==> src/rtl/queue_pkg.sv <==
// Shared parameters and pointer-wrap helper for the RAM-backed queue.
package queue_pkg;

    localparam int unsigned DEPTH_DEFAULT = 3;
    localparam int unsigned WIDTH_DEFAULT = 78;

    // Explicit wrap: depth need not be a power of two.
    function automatic int unsigned ptr_inc(input int unsigned ptr, input int unsigned depth);
        return (ptr == depth - 32'd1) ? 32'd0 : ptr + 32'd1;
    endfunction

endpackage

==> src/rtl/ram_3x78.sv <==
// Two-port memory: one clocked write port, one combinational read port.
module ram_3x78
    import queue_pkg::*;
#(
    parameter int unsigned DEPTH = DEPTH_DEFAULT,
    parameter int unsigned WIDTH = WIDTH_DEFAULT,
    parameter int unsigned AW    = $clog2(DEPTH)
) (
    input  logic             R0_clk,
    input  logic [AW-1:0]    R0_addr,
    input  logic             R0_en,
    output logic [WIDTH-1:0] R0_data,
    input  logic             W0_clk,
    input  logic [AW-1:0]    W0_addr,
    input  logic             W0_en,
    input  logic [WIDTH-1:0] W0_data
);

    logic [WIDTH-1:0] mem_q [DEPTH];

    // Read port is asynchronous; its clock exists only for interface symmetry.
    logic unused_r0_clk;
    assign unused_r0_clk = R0_clk;

    always_ff @(posedge W0_clk) begin
        if (W0_en) begin
            mem_q[W0_addr] <= W0_data;
        end
    end

    assign R0_data = R0_en ? mem_q[R0_addr] : '0;

endmodule

==> src/rtl/queue_ctrl_3x78.sv <==
// Ready/valid FIFO controller driving both ports of a two-port RAM.
module queue_ctrl_3x78
    import queue_pkg::*;
#(
    parameter int unsigned DEPTH = DEPTH_DEFAULT,
    parameter int unsigned WIDTH = WIDTH_DEFAULT,
    parameter int unsigned AW    = $clog2(DEPTH)
) (
    input  logic             clock,
    input  logic             reset_n,
    input  logic             enq_valid,
    output logic             enq_ready,
    input  logic [WIDTH-1:0] enq_bits,
    output logic             deq_valid,
    input  logic             deq_ready,
    output logic [WIDTH-1:0] deq_bits,
    output logic [AW:0]      count
);

    logic [AW-1:0] enq_ptr_q, enq_ptr_d;
    logic [AW-1:0] deq_ptr_q, deq_ptr_d;
    logic          maybe_full_q, maybe_full_d;

    logic          ptr_match, empty, full;
    logic          do_enq, do_deq;
    logic [AW:0]   enq_ext, deq_ext;

    logic          ram_w_en;
    logic [AW-1:0] ram_w_addr;
    logic          ram_r_en;
    logic [AW-1:0] ram_r_addr;

    assign ptr_match = (enq_ptr_q == deq_ptr_q);
    assign empty     = ptr_match & ~maybe_full_q;
    assign full      = ptr_match & maybe_full_q;

    // Flags depend only on state, so there is no flow-through between ports.
    assign enq_ready = ~full;
    assign deq_valid = ~empty;
    assign do_enq    = enq_valid & enq_ready;
    assign do_deq    = deq_valid & deq_ready;

    always_comb begin
        enq_ptr_d    = enq_ptr_q;
        deq_ptr_d    = deq_ptr_q;
        maybe_full_d = maybe_full_q;
        if (do_enq) begin
            enq_ptr_d = AW'(ptr_inc(32'(enq_ptr_q), DEPTH));
        end
        if (do_deq) begin
            deq_ptr_d = AW'(ptr_inc(32'(deq_ptr_q), DEPTH));
        end
        if (do_enq != do_deq) begin
            maybe_full_d = do_enq;
        end
    end

    always_ff @(posedge clock or negedge reset_n) begin
        if (!reset_n) begin
            enq_ptr_q    <= '0;
            deq_ptr_q    <= '0;
            maybe_full_q <= 1'b0;
        end else begin
            enq_ptr_q    <= enq_ptr_d;
            deq_ptr_q    <= deq_ptr_d;
            maybe_full_q <= maybe_full_d;
        end
    end

    assign enq_ext = {1'b0, enq_ptr_q};
    assign deq_ext = {1'b0, deq_ptr_q};

    always_comb begin
        count = '0;
        if (ptr_match) begin
            count = maybe_full_q ? (AW+1)'(DEPTH) : '0;
        end else if (enq_ptr_q > deq_ptr_q) begin
            count = enq_ext - deq_ext;
        end else begin
            count = (AW+1)'(DEPTH) - deq_ext + enq_ext;
        end
    end

    assign ram_w_en   = do_enq;
    assign ram_w_addr = enq_ptr_q;
    assign ram_r_en   = ~empty;
    assign ram_r_addr = deq_ptr_q;

    ram_3x78 #(
        .DEPTH (DEPTH),
        .WIDTH (WIDTH),
        .AW    (AW)
    ) u_ram (
        .R0_clk  (clock),
        .R0_addr (ram_r_addr),
        .R0_en   (ram_r_en),
        .R0_data (deq_bits),
        .W0_clk  (clock),
        .W0_addr (ram_w_addr),
        .W0_en   (ram_w_en),
        .W0_data (enq_bits)
    );

endmodule

==> config.mk <==
export PLATFORM = sky130hd
export DESIGN_NAME = queue_ctrl_3x78
export DESIGN_NICKNAME = d
export VERILOG_FILES = /design/src/rtl/queue_pkg.sv /design/src/rtl/ram_3x78.sv /design/src/rtl/queue_ctrl_3x78.sv
export SDC_FILE = /design/constraint.sdc
export NUM_CORES = 1
export LEC_CHECK = 0
export BUFFER_PORTS_ARGS = -buffer_cell sky130_fd_sc_hd__clkbuf_2
export CORE_ASPECT_RATIO = 0.75
export CORE_MARGIN = 2
export CORE_UTILIZATION = 50
export CTS_CLUSTER_DIAMETER = 30
export DETAILED_ROUTE_END_ITERATION = 6
export PLACE_DENSITY = 0.73
export SLEW_MARGIN = 0
export SYNTH_ARGS = -nofsm -noshare
export SYNTH_HDL_FRONTEND = slang
export SYNTH_SLANG_ARGS = --single-unit
export TNS_END_PERCENT = 50
==> constraint.sdc <==
create_clock -name clock -period 18.88 [get_ports clock]
set_clock_uncertainty 0.05 [all_clocks]
set_input_delay 0.944 -clock clock [delete_from_list [all_inputs] [get_ports clock]]
set_output_delay 0.944 -clock clock [all_outputs]
set_load 0.02 [all_outputs]
==> results by group <==
Status
  • Status: finished clean

Critical path
  • CP max stage delay: 0.54 ns
  • Critical Path Source Type: register
  • Required @ worst endpoint: between 15 and 20 ns
  • CP Cell Sequence: inv_4, ha_1, nand2_2, nor2_2, inv_2, buf_4, o21ai_0, a21oi_1, clkbuf_2
  • CP max FO: 78
  • WP data arrival: 3.56 ns
  • CP Capture Type: output pin
  • Worst r2r dst: u_ram.mem_q[1][40]
  • R2r setup slk: 15.66 ns
  • Critical path class: register to output pin
  • R2r startpoint: deq_ptr_q[1]
  • R2R depth: 5
  • Slowest cell on crit path: buf_4

Global routing
  • Largest net degree at the start of global routing: 85
  • First-pass GRT wire length: about 28 mm
  • All-Layer GR Usage: 18.7%
  • Vias in the first global route: 5233
  • Global route overflow: 0
  • Initial antenna violation count: 0

Floorplan
  • Row count: 42
  • Core area: 17800 sq um
  • Die ar.: just under 20000 sq um
  • Initial Util: 51.6%
  • Die X-Extent: 161 microns
  • Io pins: 165
  • Die Y: 121 microns

Place
  • Gpl congestion: 0.762
  • IO buf count: 164
  • Hpwl dp: 10.7 mm

CTS
  • Resize count post-CTS: 0
  • Setup Buffers After CTS: 0
  • Clock latency on the worst-skew pair: 0.50 ns
  • Clk root buf: clkbuf_16
  • TritonCTS buffer count: 39
  • CTS tree: built
  • Clock Sinks: 239
  • Max Root-Sink Buffers: 3
  • Clk slew on worst S/H paths: 0.05 ns
  • CTS hold repair buffers: 0
  • Htree depth: 2

Synthesis
  • Flops & latches, synth: 239
  • Dominant synthesized flop cell: edfxtp_1
  • Post-synth EDFFs: 234
  • Gate Count Post-Synth: 543
  • Mapped Nets: 630
  • Post-synthesis cell type count: 30
  • Post-Syn Area: a little over 9000 sq um
  • Share of async-settable or async-resettable flops after synthesis: between 2 and 2.5%
  • Syn Area/Cell: ~17 sq um
  • Synth warn: 0
  • Seq/Total Area, Yosys: 77.7%

STA
  • Fmax: 219 MHz
  • Fin Hold WS: ~0.21 ns
  • RSZ-0062 raised after global routing: no
  • Period Utilization, post-route: 24.1%
  • Final setup viols: 0
  • Slew @ Worst Pin: 1.12 ns
  • Final Hold Fails: 0
  • Min Clock Period, post-route: 4.56 ns
  • Post-route setup TNS: 0 ns
  • Slew Viols, Final: 0
  • Slew HR: 25.6%

Detailed routing
  • DRC Markers: 0
  • 1st-iter DRT viols: between 300 and 400
  • TritonRoute pass-1 iters: 4
  • Drt wl/cell: 18.4 microns
  • DR vias/cell: 5.33
  • DR vias: 5278
  • Final WL: 18.2 mm
  • Remaining antenna violation count: 0

Pwr
  • Worst vdd ir: between 0.1 and 0.15 mV
  • Pwr Density: 202 nW/um^2
  • Leakage power: 4.35 nW

Finish
  • Sequential Area: 7160 sq um
  • Antenna cells: 0
  • Layout cells sized above 1: between 30% and 40%
  • Most common cell after layout, fill and taps aside: edfxtp_1
  • Multi-input gate area: 1800 sq um
  • Layout area overhead: 25.3%
  • Fillers: around 1300
  • Nets: between 800 and 900
  • Most frequent cells in the layout: 234 x edfxtp_1, 164 x clkbuf_2, 82 x a21oi_1, 80 x mux2i_1, 45 x o21ai_1
  • Fin util: roughly two thirds

Worst hold path
  • Tightest Hold Check Type: input port to asynchronous set/reset pin

Job
  • Max Cap Viol: 0
## registers in the layout, summed over array words and instances (netlist names)
signal	cells
enq_ptr_q	2
maybe_full_q	1
u_ram.mem_q	234
deq_ptr_q	2
## stage by stage
stage	total power, mW	cells	instance area [sq um]	setup slack (ns)
floorplan	1.37	543	9200	11.21
global placement	1.60	921	10200	14.87
detailed placement	1.62	921	10200	14.80
CTS	2.35	990	11500	14.26
global route	2.45	990	11500	14.04
finish	2.32	990	11500	14.32
## cells by family (layout without fill, tap and decap cells)
logic type	after synthesis	count (layout)	share of synthesized area (%)
simple gates	9	9	0.517
fa+ha+maj	5	5	0.843
buf+inv	43	248	2.80
flops	239	239	77.7
compound gates	166	166	9.26
mux	81	81	8.83
## power breakdown
part / switching (mW) / internal [mW] / total (mW)
Clock: 0.230 / 0.489 / 0.719
Sequential: 0.0492 / 0.716 / 0.765
Combinational: 0.576 / 0.263 / 0.839
Total: 0.855 / 1.47 / 2.32
## cell usage after synthesis (2+ instances only)
cell | n | area [sq um]
a21oi_1 | 82 | 410
a41o_1 | 2 | 20.0
buf_1 | 2 | 7.51
buf_2 | 4 | 20.0
buf_4 | 6 | 45.0
buf_6 | 8 | 90.1
clkbuf_1 | 12 | 45.0
clkbuf_4 | 2 | 15.0
dfrtp_1 | 5 | 125
edfxtp_1 | 234 | 7030
fa_1 | 2 | 40.0
ha_1 | 3 | 37.5
inv_1 | 6 | 22.5
inv_2 | 2 | 7.51
mux2i_1 | 80 | 801
nor2_1 | 2 | 7.51
nor3_1 | 2 | 10.0
o21ai_0 | 33 | 165
o21ai_1 | 45 | 225
## critical path: cells and delay by family, from the launching register on
| kind | cells | cell delay [ns] |
|---|---|---|
| compound gates | 2 | 0.38 |
| fa+ha+maj | 1 | 0.41 |
| buf+inv | 4 | 1.63 |
| flops | 1 | 0.41 |
| simple gates | 2 | 0.16 |
## per-layer routing
layer	global-route usage (%)	vias up	share of wire, %
met4	6.02	0	1.6
met5	0	-	0
met1	25.6	2572	45
met2	27.8	186	44
li1	-	2490	-
met3	7.04	30	9.5
## layout make-up
cell class / count / area share, %
flip-flops and latches: 239 / 62.1
multi-input cells: 261 / 15.6
clock buffers: 43 / 8.97
repair buffers: 171 / 7.58
clock inverters: 26 / 2.80
well taps: 242 / 2.63
inverters: 8 / 0.282
## worst max path at each step
stage               cells past startpoint         start                end  slack (ns)
floorplan                               7  deq_ptr_q[1]  u_ram.mem_q[0][0]       11.21
global route                            9  deq_ptr_q[1]       deq_bits[28]       14.04
finish                                  9  deq_ptr_q[1]       deq_bits[25]       14.32
global placement                        9  deq_ptr_q[1]       deq_bits[28]       14.87
CTS                                     9  deq_ptr_q[1]       deq_bits[25]       14.26
detailed placement                      8  deq_ptr_q[0]       deq_bits[25]       14.80
(Power assumes the default switching activity.)
